**src/rtl/muldiv_pkg.sv**
```systemverilog
// Shared types and defaults for the iterative multiply/divide unit.
// The optional signed mode is enabled by defining MULDIV_SIGNED_EN.
package muldiv_pkg;

    localparam int XLEN_DEF   = 64;
    localparam int REG_AW_DEF = 5;
    localparam int CNT_W_DEF  = $clog2(XLEN_DEF);

    typedef enum logic [1:0] {
        OP_MUL  = 2'b00,
        OP_MULH = 2'b01,
        OP_DIV  = 2'b10,
        OP_REM  = 2'b11
    } op_t;

    typedef enum logic [1:0] {
        IDLE = 2'b00,
        CALC = 2'b01,
        DONE = 2'b10
    } state_t;

    function automatic logic op_is_div(input op_t op);
        return (op == OP_DIV) || (op == OP_REM);
    endfunction

endpackage

```
**src/rtl/muldiv_signfix.sv**
```systemverilog
// Two's-complement helpers for the multiply/divide unit: operand magnitudes at
// acceptance and result negation on the way into DONE (MULDIV_SIGNED_EN only).
module muldiv_signfix
    import muldiv_pkg::*;
#(
    parameter int XLEN = XLEN_DEF
) (
    input  logic            op_signed,
    input  op_t             op_in,
    input  logic [XLEN-1:0] op_a,
    input  logic [XLEN-1:0] op_b,
    output logic [XLEN-1:0] mag_a,
    output logic [XLEN-1:0] mag_b,
    output logic            neg_q,
    output logic            neg_r,
    input  op_t             res_op,
    input  logic            res_neg_q,
    input  logic            res_neg_r,
    input  logic [XLEN-1:0] raw,
    input  logic            lo_zero,
    output logic [XLEN-1:0] result
);

    localparam logic [XLEN-1:0] ONE = {{(XLEN-1){1'b0}}, 1'b1};

    logic            sa_s;
    logic            sb_s;
    logic            neg_s;
    logic [XLEN-1:0] neg_val_s;

    // Operand magnitudes and result signs; a zero divisor keeps the all-ones quotient.
    always_comb begin
        sa_s  = op_signed & op_a[XLEN-1];
        sb_s  = op_signed & op_b[XLEN-1];
        mag_a = sa_s ? (~op_a + ONE) : op_a;
        mag_b = sb_s ? (~op_b + ONE) : op_b;
        neg_q = (sa_s ^ sb_s) & (!op_is_div(op_in) | (op_b != {XLEN{1'b0}}));
        neg_r = sa_s;
    end

    // MULH negation of the full product only carries into the high half when the low half is zero.
    always_comb begin
        if (res_op == OP_MULH) begin
            neg_val_s = ~raw + {{(XLEN-1){1'b0}}, lo_zero};
        end else begin
            neg_val_s = ~raw + ONE;
        end
        neg_s  = (res_op == OP_REM) ? res_neg_r : res_neg_q;
        result = neg_s ? neg_val_s : raw;
    end

endmodule

```
**src/rtl/mul_div_unit.sv**
```systemverilog
// Iterative XLEN-bit multiply/divide unit with a one-cycle register-bank write-back.
// Define MULDIV_SIGNED_EN to honour op_signed (two's-complement operation).
module mul_div_unit
    import muldiv_pkg::*;
#(
    parameter int XLEN   = XLEN_DEF,
    parameter int REG_AW = REG_AW_DEF
) (
    input  logic              clk,
    input  logic              rst_n,
    input  logic              start,
    input  logic [1:0]        op,
    input  logic              op_signed,
    input  logic [XLEN-1:0]   op_a,
    input  logic [XLEN-1:0]   op_b,
    input  logic [REG_AW-1:0] rd_in,
    output logic              ready,
    output logic              busy,
    output logic [XLEN-1:0]   wb_data,
    output logic [REG_AW-1:0] wb_reg,
    output logic              wb_we
);

    localparam int CNT_W = (XLEN == XLEN_DEF) ? CNT_W_DEF : $clog2(XLEN);
    localparam logic [CNT_W-1:0] CNT_LAST = CNT_W'(XLEN - 1);

    state_t            state_r;
    op_t               op_r;
    op_t               op_in_s;
    logic [REG_AW-1:0] rd_r;
    logic [XLEN-1:0]   d_r;
    logic [XLEN-1:0]   hi_r;
    logic [XLEN-1:0]   lo_r;
    logic [CNT_W-1:0]  cnt_r;
    logic              last_r;
    logic [XLEN-1:0]   mag_a_s;
    logic [XLEN-1:0]   mag_b_s;
    logic [XLEN-1:0]   raw_s;
    logic [XLEN-1:0]   res_s;
    logic [XLEN:0]     sum_s;
    logic [XLEN:0]     shifted_s;
    logic              ge_s;
    logic [XLEN-1:0]   hi_nx_s;
    logic [XLEN-1:0]   lo_nx_s;

    assign op_in_s = op_t'(op);

`ifdef MULDIV_SIGNED_EN
    logic neg_q_s;
    logic neg_r_s;
    logic neg_q_r;
    logic neg_r_r;

    muldiv_signfix #(.XLEN(XLEN)) u_signfix (
        .op_signed (op_signed),
        .op_in     (op_in_s),
        .op_a      (op_a),
        .op_b      (op_b),
        .mag_a     (mag_a_s),
        .mag_b     (mag_b_s),
        .neg_q     (neg_q_s),
        .neg_r     (neg_r_s),
        .res_op    (op_r),
        .res_neg_q (neg_q_r),
        .res_neg_r (neg_r_r),
        .raw       (raw_s),
        .lo_zero   (lo_r == {XLEN{1'b0}}),
        .result    (res_s)
    );

    // Result sign flags captured with the operands.
    always_ff @(posedge clk or negedge rst_n) begin
        if (!rst_n) begin
            neg_q_r <= 1'b0;
            neg_r_r <= 1'b0;
        end else if ((state_r == IDLE) && start) begin
            neg_q_r <= neg_q_s;
            neg_r_r <= neg_r_s;
        end else begin
            neg_q_r <= neg_q_r;
            neg_r_r <= neg_r_r;
        end
    end
`else
    logic unused_s;

    assign mag_a_s  = op_a;
    assign mag_b_s  = op_b;
    assign res_s    = raw_s;
    assign unused_s = op_signed;
`endif

    // One iteration: shift-add for multiply, restoring subtract for divide (hi=remainder, lo=quotient).
    always_comb begin
        sum_s     = {1'b0, hi_r} + (lo_r[0] ? {1'b0, d_r} : {(XLEN+1){1'b0}});
        shifted_s = {hi_r, lo_r[XLEN-1]};
        ge_s      = shifted_s >= {1'b0, d_r};
        if (op_is_div(op_r)) begin
            hi_nx_s = ge_s ? (shifted_s[XLEN-1:0] - d_r) : shifted_s[XLEN-1:0];
            lo_nx_s = {lo_r[XLEN-2:0], ge_s};
        end else begin
            hi_nx_s = sum_s[XLEN:1];
            lo_nx_s = {sum_s[0], lo_r[XLEN-1:1]};
        end
    end

    // Unsigned result selection from the product / remainder:quotient pair.
    always_comb begin
        case (op_r)
            OP_MUL:  raw_s = lo_r;
            OP_MULH: raw_s = hi_r;
            OP_DIV:  raw_s = lo_r;
            OP_REM:  raw_s = hi_r;
            default: raw_s = lo_r;
        endcase
    end

    // Control FSM, datapath registers and registered write-back outputs.
    always_ff @(posedge clk or negedge rst_n) begin
        if (!rst_n) begin
            state_r <= IDLE;
            ready   <= 1'b1;
            busy    <= 1'b0;
            wb_we   <= 1'b0;
            wb_data <= {XLEN{1'b0}};
            wb_reg  <= {REG_AW{1'b0}};
            op_r    <= OP_MUL;
            rd_r    <= {REG_AW{1'b0}};
            d_r     <= {XLEN{1'b0}};
            hi_r    <= {XLEN{1'b0}};
            lo_r    <= {XLEN{1'b0}};
            cnt_r   <= {CNT_W{1'b0}};
            last_r  <= 1'b0;
        end else begin
            case (state_r)
                IDLE: begin
                    wb_we <= 1'b0;
                    if (start) begin
                        state_r <= CALC;
                        ready   <= 1'b0;
                        busy    <= 1'b1;
                        op_r    <= op_in_s;
                        rd_r    <= rd_in;
                        d_r     <= op_is_div(op_in_s) ? mag_b_s : mag_a_s;
                        lo_r    <= op_is_div(op_in_s) ? mag_a_s : mag_b_s;
                        hi_r    <= {XLEN{1'b0}};
                        cnt_r   <= {CNT_W{1'b0}};
                        last_r  <= 1'b0;
                    end
                end
                CALC: begin
                    if (last_r) begin
                        state_r <= DONE;
                        wb_we   <= 1'b1;
                        wb_data <= res_s;
                        wb_reg  <= rd_r;
                    end else begin
                        hi_r   <= hi_nx_s;
                        lo_r   <= lo_nx_s;
                        cnt_r  <= cnt_r + {{(CNT_W-1){1'b0}}, 1'b1};
                        last_r <= (cnt_r == CNT_LAST);
                    end
                end
                DONE: begin
                    state_r <= IDLE;
                    ready   <= 1'b1;
                    busy    <= 1'b0;
                    wb_we   <= 1'b0;
                end
                default: begin
                    state_r <= IDLE;
                    ready   <= 1'b1;
                    busy    <= 1'b0;
                    wb_we   <= 1'b0;
                end
            endcase
        end
    end

endmodule

```
**config.mk**
```make
export PLATFORM = sky130hd
export DESIGN_NAME = mul_div_unit
export DESIGN_NICKNAME = d
export VERILOG_FILES = /design/src/rtl/muldiv_pkg.sv /design/src/rtl/muldiv_signfix.sv /design/src/rtl/mul_div_unit.sv
export SDC_FILE = /design/constraint.sdc
export NUM_CORES = 1
export LEC_CHECK = 0
export BUFFER_PORTS_ARGS = -buffer_cell sky130_fd_sc_hd__buf_2
export CAP_MARGIN = 20
export CORE_MARGIN = 3
export CORE_UTILIZATION = 66
export DETAILED_ROUTE_END_ITERATION = 10
export HOLD_SLACK_MARGIN = 0.02
export PLACE_DENSITY = 0.95
export SLEW_MARGIN = 20
export SYNTH_ARGS = -nofsm -noshare
export SYNTH_HDL_FRONTEND = slang
export SYNTH_SLANG_ARGS = --single-unit
```
**constraint.sdc**
```tcl
create_clock -name clk -period 7.4 [get_ports clk]
set_input_delay 0.74 -clock clk [delete_from_list [all_inputs] [get_ports clk]]
set_output_delay 0.74 -clock clk [all_outputs]
set_load 0.02 [all_outputs]
```
==> metrics.md, run 1 <==
| Metric | Value |
|---|---|
| Slew HR | `23.0%` |
| First-pass GRT wire length | `108000 um` |
| Synth unique cells | `78` |
| Top Metal Used | `met4` |
| Global-route usage over all layers | `35.9%` |
| Final period util | `74.9%` |
| Post-synthesis mux area share | `12.5%` |
| IO buf count | `209` |
| Total grt overflow | `0` |
| Chip Width | `191 um` |
| Sequential fraction of the synthesis area | `31.1%` |
| Adder-Cell Fraction of Synth Area | `7.33%` |
| Worst path required time | `7880 ps` |
| Cts bufs inserted | `31` |
| Largest net degree at the start of global routing | `170` |
| Routed len/inst | `20.1 um` |
| Routed met1 length | `28200 um` |
| Post-route ant nets | `0` |
| Syn Std Cell Area | `22600 um^2` |
| Setup TNS | `0 ps` |
| Antenna Cells | `0` |
| CTS resizes | `0` |
| Met3 WL | `4380 um` |
| Number of antenna violations at the first check in global routing | `0` |
| DR DRC count | `0` |
| Final Skew | `12.4 ps` |
| Slew Limit Fails | `0` |
| Gpl congestion | `0.983` |
| Fmax | `180 MHz` |
| Filler instances | `2561` |
| CTS tree | `yes` |
| Top_reg_cell synth | `dfrtp_1` |
| HP Class | `in2async` |
| Final WS setup | `1860 ps` |
| Endpoint class of the critical path | `register` |
| Core area | `33600 um^2` |
| Rows | `67` |
| Synthesis-to-finish area growth | `9.26%` |
| Die area | `36400 um^2` |
| Critical Path AT | `6030 ps` |
| FF+latch area | `7020 um^2` |
| Met2 WL | `31900 um` |
| Syn avg cell area | `8.07 um^2` |
| Routed WL | `67000 um` |
| Min cycle time layout | `5540 ps` |
| Layout cells sized above 1 | `13.2%` |
| Total vias in the final route | `21.5k` |
| Clock Pin Slew Worst Setup and Hold Paths | `70 ps` |
| TritonRoute pass-1 iters | `6` |
| WS Path Type | `reg2reg` |
| Initial core utilization | `67.1%` |
| Hold-fix buffers, CTS | `0` |
| Max FO, Critical Path | `67` |
| Footprint of the multi-input gates | `14500 um^2` |
| Largest family of logic cells by synthesized area | `compound AO/OA/AOI/OAI gates` |
| Simple-Gate Fraction of Synth Area | `16.1%` |
| Max-cap viol count | `0` |
| Syn Inst Count | `2795` |
| Status | `finished clean` |
| Avg Vias per Cell | `6.45` |
| H-tree levels | `1` |
| Crit path launch type | `register` |
| Hold Vio Cnt, Final | `0` |
| Initial drt markers | `1692` |
| # setup viols final | `0` |
| # nets final | `3137` |
| Max Root-Sink Buffers | `3` |
| RSZ-0062 raised after global routing | `false` |
| Vias in the first global route | `21.3k` |
| Synthesized net count | `3065` |
| Yosys reg bits | `280` |
| Post-DP HPWL | `48200 um` |
| IO Pins | `211` |
| Root Buffer | `clkbuf_16` |
| Xor and xnor fraction of the mapped netlist area | `4.54%` |
| Post CTS Setup Buffer Count | `0` |
| Ys Warns | `0` |
| Die Ht | `191 um` |
| FFs w/ async S/R, synth | `100%` |
| Compound-gate portion of the synthesized area | `23.5%` |
| Clk sink count | `280` |
| Number of flops mapped to enable cells by yosys | `0` |
| DP Worst Slack | `2200 ps` |
| Latest clock arrival within the worst-skew pair | `580 ps` |
| Slew @ Worst Pin | `1150 ps` |
## critical path: stages (launching register included)
cell,delay [ps]
dfrtp_2,1100
and2_1,250
ha_1,210
inv_1,90
fa_1,420
nor2b_1,180
o2111ai_1,250
nand3_1,180
a221o_1,290
nand4_1,320
a2111oi_2,850
o21ai_1,340
a31oi_1,300
nor2_1,80
o311a_1,360
o31ai_1,220
## synth_stat cells (31+ instances only)
cell / count / area, um^2
a21o_1: 70 / 526
a21oi_1: 272 / 1360
and2_1: 71 / 444
clkbuf_1: 157 / 589
dfrtp_1: 279 / 6980
ha_1: 129 / 1610
inv_1: 101 / 379
mux2_2: 68 / 766
mux2i_1: 206 / 2060
nand2_1: 379 / 1420
nand3_1: 31 / 155
nand4_1: 45 / 282
nor2_1: 180 / 676
o21ai_0: 317 / 1590
o21ai_1: 35 / 175
xnor2_1: 62 / 543
xor2_1: 55 / 482
## cells by family (layout without fill, tap and decap cells)
group,count (synthesis),in the layout
AO/OA/AOI/OAI,893,893
XOR/XNOR,117,117
adder cells (fa/ha/maj),131,131
buffers and inverters,289,383
flip-flops,280,280
multiplexers,274,274
AND/OR/NAND/NOR,811,811
## routing by layer
metal,track usage (%),up-vias
met5,0,-
met4,13.9,0
met1,47.8,10300
met3,4.22,179
li1,-,10100
met2,60.3,921
## final cells by class
type / count / share of cell area [%]
repair buffers: 225 / 4.90
well taps: 448 / 2.27
flip-flops and latches: 280 / 28.5
inverters: 103 / 1.57
clock inverters: 17 / 0.634
clock buffers: 38 / 3.46
multi-input cells: 2226 / 58.7
## layout by cell type, fill, tap and decap left out, types with 7 or more instances in the layout
cell,instances
a31oi_1,15
a211oi_1,13
nor2b_1,11
dfrtp_1,276
xnor2_1,62
o21ai_1,35
o21bai_1,22
nand3_1,31
ha_1,129
o221ai_1,7
xor2_1,55
o211ai_1,20
clkinv_2,8
mux2i_1,206
o21a_1,15
a21oi_1,272
nor4_1,9
or3_1,7
nand2_1,378
a211o_1,7
clkbuf_16,31
nor2_1,178
nand2b_1,9
inv_1,101
a221oi_1,7
buf_4,14
a21o_1,70
mux2_2,68
o31ai_1,8
o21ai_0,317
buf_2,207
and2_1,71
and3_1,17
nand4_1,45
nor3_1,27
a22oi_1,17
## through the flow
stage / std cells / util, % / hold slack (ps) / area, um^2
6_report: 3337 / 73.3 / 191 / 24700
5_1_grt: 3337 / 73.3 / 274 / 24700
4_1_cts: 3336 / 73.3 / 259 / 24600
3_5_place_dp: 3281 / 70.3 / 465 / 23600
3_3_place_gp: 3281 / 70.3 / 452 / 23600
2_1_floorplan: 2795 / - / 440 / 22600
## worst paths after layout
| check | cells after the start | slack (ps) | from | endpoint |
|---|---|---|---|---|
| max in group asynchronous | 2 | 5730 | rst_n | hi_r[28] |
| worst max register to register | 15 | 1860 | lo_r[0] | hi_r[63] |
| worst max-delay path | 15 | 1860 | lo_r[0] | hi_r[63] |
| worst min register to register | 2 | 470 | wb_data[7] | wb_data[7] |
| worst min-delay path | 1 | 190 | rst_n | wb_we |
| min in group clk | 3 | 370 | rd_in[4] | rd_r[4] |
Power of run 1 is left out: the tool's default activity adds up to more than one toggle a clock period on the data nets, which glitch-free logic cannot reach.
==> run 2, diff against run 1 <==
--- a/config.mk
+++ b/config.mk
@@ -8,10 +8,10 @@
 export BUFFER_PORTS_ARGS = -buffer_cell sky130_fd_sc_hd__buf_2
 export CAP_MARGIN = 20
 export CORE_MARGIN = 3
-export CORE_UTILIZATION = 66
+export CORE_UTILIZATION = 55
 export DETAILED_ROUTE_END_ITERATION = 10
 export HOLD_SLACK_MARGIN = 0.02
-export PLACE_DENSITY = 0.95
+export PLACE_DENSITY = 0.9
 export SLEW_MARGIN = 20
 export SYNTH_ARGS = -nofsm -noshare
 export SYNTH_HDL_FRONTEND = slang
==> constraint.sdc (replaced) <==
create_clock -name clk -period 4.8 [get_ports clk]
set_input_delay 0.48 -clock clk [delete_from_list [all_inputs] [get_ports clk]]
set_output_delay 0.48 -clock clk [all_outputs]
set_load 0.02 [all_outputs]
==> run 2 against run 1 <==
Against the previous run:
- the flow now finishes with violations (negative hold slack)
- first-iteration DRC count down 0.30%
- sequential cell count unchanged
- highest routed layer unchanged
- critical path type unchanged
- global-route usage down 5.7 points
- sequential share of layout area is 0.35 points lower
==> metrics.md, run 2 (synthesis gave the netlist of run 1 again) <==
| Metric | Value |
|---|---|
| RR Endpoint | `hi_r[39]` |
| Synthesis-to-finish area growth | `10.6%` |
| Endpoint class of the critical path | `register` |
| Final Skew | `12.2 ps (-0.264 ps)` |
| Min cycle time layout | `4660 ps (-886 ps)` |
| Slew Limit Fails | `0 (unchanged)` |
| Gpl congestion | `0.952 (-3.2%)` |
| Hold-fix buffers, CTS | `0 (unchanged)` |
| Initial drt markers | `1687 (-0.30%)` |
| Latest clock arrival within the worst-skew pair | `580 ps (about the same)` |
| Largest net degree at the start of global routing | `121 (-29%)` |
| # nets final | `3153 (+0.51%)` |
| Reg2reg setup slack | `140 ps (-1710 ps)` |
| Status | `complete, but fails checks` |
| IO Pins | `211 (unchanged)` |
| Hold Vio Cnt, Final | `17 (+17)` |
| Filler instances | `3449 (+35%)` |
| Clock Pin Slew Worst Setup and Hold Paths | `70 ps (about the same)` |
| Worst r2r path cells | `14 (-1)` |
| Commonest non-fill, non-tap cell in the layout | `nand2_1` |
| Placed cell count | `3374 (+2.8%)` |
| Worst setup path endpoint | `hi_r[39]` |
| Setup TNS | `0 ps (unchanged)` |
| Total grt overflow | `0 (unchanged)` |
| Vias in the first global route | `21.1k (-0.93%)` |
| DR DRC count | `0 (unchanged)` |
| Crit path launch type | `register` |
| Min Hold Slack | `-42.4 ps (-234 ps)` |
| # setup viols final | `0 (unchanged)` |
| Slew @ Worst Pin | `1050 ps (-100 ps)` |
| RSZ-0062 raised after global routing | `false` |
| Root Buffer | `clkbuf_16` |
| Cts bufs inserted | `31 (unchanged)` |
| H-tree levels | `1 (unchanged)` |
| TritonRoute pass-1 iters | `5 (-1)` |
| IO buf count | `209 (unchanged)` |
| Violated checks | `negative hold slack` |
| Critical Path AT | `5120 ps (-910 ps)` |
| Worst r2r src | `lo_r[0]` |
| Avg Vias per Cell | `6.25 (-3.1%)` |
| CTS tree | `yes` |
| Initial core utilization | `56.3% (-11 points)` |
| Commonest cells after routing, fill and taps aside | `nand2_1, o21ai_0, dfrtp_1` |
| Max Root-Sink Buffers | `3 (unchanged)` |
| Post-DP HPWL | `50100 um (+4.0%)` |
| Post CTS Setup Buffer Count | `0 (unchanged)` |
| Slew HR | `29.8% (+6.9 points)` |
| Routed len/inst | `19.8 um (-1.3%)` |
| Rows | `73 (+9.0%)` |
| Final Non-Filler Cells | `3429 (+2.8%)` |
| Max-cap viol count | `0 (unchanged)` |
| Core area | `40100 um^2 (+19%)` |
| Die area | `43500 um^2 (+19%)` |
| Die Ht | `209 um (+9.2%)` |
| Antenna Cells | `0 (unchanged)` |
| CTS resizes | `0 (unchanged)` |
| Total vias in the final route | `21.4k (-0.43%)` |
| Worst path required time | `5260 ps (-2620 ps)` |
| WS Path Type | `reg2reg` |
| Global-route usage over all layers | `30.2% (-5.7 points)` |
| Fmax | `215 MHz (+19%)` |
| Launch point of the worst path | `lo_r[0]` |
| Max FO, Critical Path | `36 (-46%)` |
| Chip Width | `209 um (+9.2%)` |
| Clk sink count | `280 (unchanged)` |
| HP Class | `in2async` |
| Number of antenna violations at the first check in global routing | `0 (unchanged)` |
| Final period util | `97.1% (+22 points)` |
| First-pass GRT wire length | `110000 um (+2.1%)` |
| Layout cells sized above 1 | `13.4% (+0.24 points)` |
| Routed WL | `67900 um (+1.4%)` |
| Post-route ant nets | `0 (unchanged)` |
run 2: changes by cell type in the layout (fill, tap and decap cells not counted), sizes merged:
cell / previous run / this run
buf: 225 / 241
bufinv: 2 / 4
clkinv: 11 / 6
clkbuf: 38 / 44
inv: 103 / 102
clkinvlp: 4 / 1
run 2: metal layers:
metal / up-vias / global-route usage [%] / share of wire [%] / routed length (um)
met5: - / 0 / 0 / 0
met4: 0 / 8.71 / 2.7 / 1820
met3: 147 / 3.47 / 6.0 / 4060
met2: 746 / 51.2 / 48 / 32500
met1: 10400 / 40.9 / 44 / 29600
li1: 10100 / - / - / -
run 2: area by class of cell:
| type | instances | area (um^2) | share of cell area, % |
|---|---|---|---|
| Multi-Input combinational cell | 2226 | 14500 | 58.0 |
| Sequential cell | 280 | 7020 | 28.1 |
| Timing Repair Buffer | 241 | 1370 | 5.50 |
| Clock buffer | 44 | 895 | 3.59 |
| Tap cell | 525 | 657 | 2.63 |
| Inverter | 103 | 387 | 1.55 |
| Clock inverter | 10 | 153 | 0.612 |
run 2: how the worst min path moves through the flow:
stage / from / endpoint / slack (ps)
3_5_place_dp: rd_r[1] / rd_r[1] / 460
5_1_grt: rst_n / wb_data[29] / 70
4_1_cts: rst_n / wb_data[29] / 30
2_1_floorplan: rst_n / busy / 180
6_report: rst_n / wb_data[29] / -40
3_3_place_gp: rd_r[2] / rd_r[2] / 450
run 2: critical path, stage by stage (launching register included):
cell       delay (ps)
dfrtp_1           390
buf_4             350
nand2_1           150
fa_1              460
nor2b_1           210
o2111ai_1         250
a21oi_1           310
o2111ai_1         170
a21oi_1           270
o32ai_1           210
o31ai_1           520
a31oi_1           350
or4b_2            690
nand4_1           130
o21ai_1            70
run 2: through the flow:
stage / worst slack [ps] / hold WS, ps / util, % / area (um^2)
3_5_place_dp: 334 / 465 / 59.6 / 23900
5_1_grt: 11.2 / 65.2 / 62.2 / 25000
2_1_floorplan: 1220 / 184 / - / 22600
4_1_cts: 295 / 27.6 / 62.2 / 24900
3_3_place_gp: 468 / 451 / 59.5 / 23900
6_report: 141 / -42.4 / 62.2 / 25000
Power of run 2 is left out for the same reason.
==> run 3, diff against run 2 <==
--- a/config.mk
+++ b/config.mk
@@ -7,11 +7,13 @@
 export LEC_CHECK = 0
 export BUFFER_PORTS_ARGS = -buffer_cell sky130_fd_sc_hd__buf_2
 export CAP_MARGIN = 20
+export CELL_PAD_IN_SITES_DETAIL_PLACEMENT = 1
+export CELL_PAD_IN_SITES_GLOBAL_PLACEMENT = 1
 export CORE_MARGIN = 3
-export CORE_UTILIZATION = 55
+export CORE_UTILIZATION = 41
 export DETAILED_ROUTE_END_ITERATION = 10
 export HOLD_SLACK_MARGIN = 0.02
-export PLACE_DENSITY = 0.9
+export PLACE_DENSITY = 0.89
 export SLEW_MARGIN = 20
 export SYNTH_ARGS = -nofsm -noshare
 export SYNTH_HDL_FRONTEND = slang
==> run 3 against run 2 <==
Against the previous run:
- the run now ends clean
- critical path depth grew 2
- die area grew 33%
- clock-buffer cell count up 7
- sequential cell count unchanged
- final cell count rose by 5.2%
- cell area is 1.4% higher
- critical path type unchanged
- register-to-register slack improved by 160 ps
- fmax increased by 3.5%
- sequential share of layout area shrank 0.40 points
- setup slack improved by 160 ps
- global-route usage shrank 4.1 points
==> metrics.md, run 3 (synthesis gave the netlist of run 1 again) <==
| Metric | Value |
|---|---|
| CTS resizes | `0 (unchanged)` |
| Latest clock arrival within the worst-skew pair | `560 ps (-20 ps)` |
| Hold-fix buffers, CTS | `0 (unchanged)` |
| Cts bufs inserted | `36 (+16%)` |
| Slew Limit Fails | `0 (unchanged)` |
| Avg Vias per Cell | `5.95 (-4.7%)` |
| RSZ-0062 raised after global routing | `false` |
| Global-route usage over all layers | `26.1% (-4.1 points)` |
| Post CTS Setup Buffer Count | `0 (unchanged)` |
| Die Ht | `241 um (+15%)` |
| H-tree levels | `2 (+1)` |
| Slew @ Worst Pin | `1040 ps (-14.2 ps)` |
| Critical Path AT | `4940 ps (-180 ps)` |
| Chip Width | `241 um (+15%)` |
| IO Pins | `211 (unchanged)` |
| Hold Vio Cnt, Final | `0 (-17)` |
| Post-DP HPWL | `57000 um (+14%)` |
| Vias in the first global route | `22.6k (+7.2%)` |
| Max Root-Sink Buffers | `3 (unchanged)` |
| DR DRC count | `0 (unchanged)` |
| Total vias in the final route | `21.5k (+0.27%)` |
| WS Path Type | `reg2reg` |
| Post-route ant nets | `0 (unchanged)` |
| Largest net degree at the start of global routing | `117 (-3.3%)` |
| Status | `finished clean` |
| Setup TNS | `0 ps (unchanged)` |
| Routed WL | `77000 um (+13%)` |
| Gpl congestion | `0.906 (-4.8%)` |
| Filler instances | `6560 (+90%)` |
| Total grt overflow | `0 (unchanged)` |
| Worst-path cell with the longest stage delay | `or4b_2` |
| Die area | `57900 um^2 (+33%)` |
| Fmax | `222 MHz (+3.5%)` |
| Synthesis-to-finish area growth | `12.2%` |
| Root Buffer | `clkbuf_16` |
| Clk sink count | `280 (unchanged)` |
| Initial drt markers | `1240 (-26%)` |
| Slew HR | `30.8% (+0.94 points)` |
| Layout cells sized above 1 | `13.7% (+0.27 points)` |
| Initial core utilization | `41.7% (-15 points)` |
| Final Skew | `20.0 ps (+7.86 ps)` |
| Buf/Inv on CP | `2 (+1)` |
| FF+latch area | `7020 um^2 (unchanged)` |
| Endpoint class of the critical path | `register` |
| Crit path launch type | `register` |
| # setup viols final | `0 (unchanged)` |
| Core area | `54100 um^2 (+35%)` |
| CTS tree | `yes` |
| Final period util | `93.8% (-3.3 points)` |
| Worst path required time | `5230 ps (-30 ps)` |
| Commonest non-fill, non-tap cell in the layout | `nand2_1` |
| First-pass GRT wire length | `122000 um (+11%)` |
| Top Family by Delay on Critical Path | `compound AO/OA/AOI/OAI gates` |
| TritonRoute pass-1 iters | `5 (unchanged)` |
| Rows | `85 (+16%)` |
| Min cycle time layout | `4500 ps (-157 ps)` |
| Crit-path cells | `and2_1, ha_1, inv_1, fa_1, nor2b_1, o2111ai_1, a21oi_1, o2111ai_1, a21oi_1, o32ai_1, o31ai_1, buf_4, a31oi_1, or4b_2, nand4_1, o21ai_1` |
| Antenna Cells | `0 (unchanged)` |
| Footprint of the multi-input gates | `14500 um^2 (about the same)` |
| Max-cap viol count | `0 (unchanged)` |
| Clock Pin Slew Worst Setup and Hold Paths | `60 ps (about the same)` |
| Routed len/inst | `21.3 um (+7.7%)` |
| Max FO, Critical Path | `6 (-83%)` |
| HP Class | `in2async` |
| IO buf count | `209 (unchanged)` |
| Commonest cells after routing, fill and taps aside | `nand2_1, o21ai_0, dfrtp_1` |
| Number of antenna violations at the first check in global routing | `0 (unchanged)` |
| # nets final | `3158 (+0.16%)` |
| Slowest stage delay, CP | `630 ps (-60 ps)` |
run 3: cell types whose count changed in the layout (fill, tap and decap cells not counted), sizes merged:
cell      previous run  this run
bufinv               4         3
clkbuf              44        51
clkinvlp             1         2
inv                102       103
run 3: stage by stage:
step	setup WS [ps]	cells	instance area [um^2]	hold slack (ps)	util, %
floorplan	1220	2795	22600	184	-
global placement	560	3546	24100	451	44.6
detailed placement	459	3546	24100	467	44.6
CTS	419	3608	25300	72.2	46.8
global route	110	3608	25300	101	46.8
finish	298	3608	25300	31.5	46.8
run 3: path summary, 6_finish.rpt:
path                             from          end  slack, ps  depth (start not counted)
hold / removal                  rst_n  wb_data[27]         30                          1
setup reg to reg              lo_r[0]     hi_r[39]        300                         16
hold reg to reg            wb_data[7]   wb_data[7]        470                          2
max in group asynchronous       rst_n  wb_data[60]       3660                          2
min in group clk             rd_in[4]      rd_r[4]        130                          3
setup / recovery              lo_r[0]     hi_r[39]        300                         16
run 3: area by class of cell:
| cell class | count | area share [%] |
|---|---|---|
| clock inverter | 11 | 0.578 |
| clock buffer | 51 | 4.10 |
| inverter | 103 | 1.53 |
| multi-input combinational | 2226 | 57.2 |
| timing repair buffer | 241 | 5.44 |
| sequential | 280 | 27.7 |
| tap | 696 | 3.44 |
run 3: layer usage:
| metal | GRT usage, % | vias up | wire (um) |
|---|---|---|---|
| met5 | 0 | - | 0 |
| met4 | 7.85 | 0 | 2060 |
| met3 | 3.09 | 153 | 2890 |
| met2 | 45.9 | 480 | 38000 |
| met1 | 33.6 | 10700 | 34000 |
| li1 | - | 10100 | - |
run 3: worst reg2reg max path, delay by kind of cell, from the launching register on:
family | cells | cell delay, ps
adders and majority gates | 2 | 610
AOI/OAI and AO/OA | 8 | 1900
DFF | 1 | 480
and+or+nand+nor | 4 | 1140
buffers and inverters | 2 | 270
Power of run 3 is left out for the same reason.
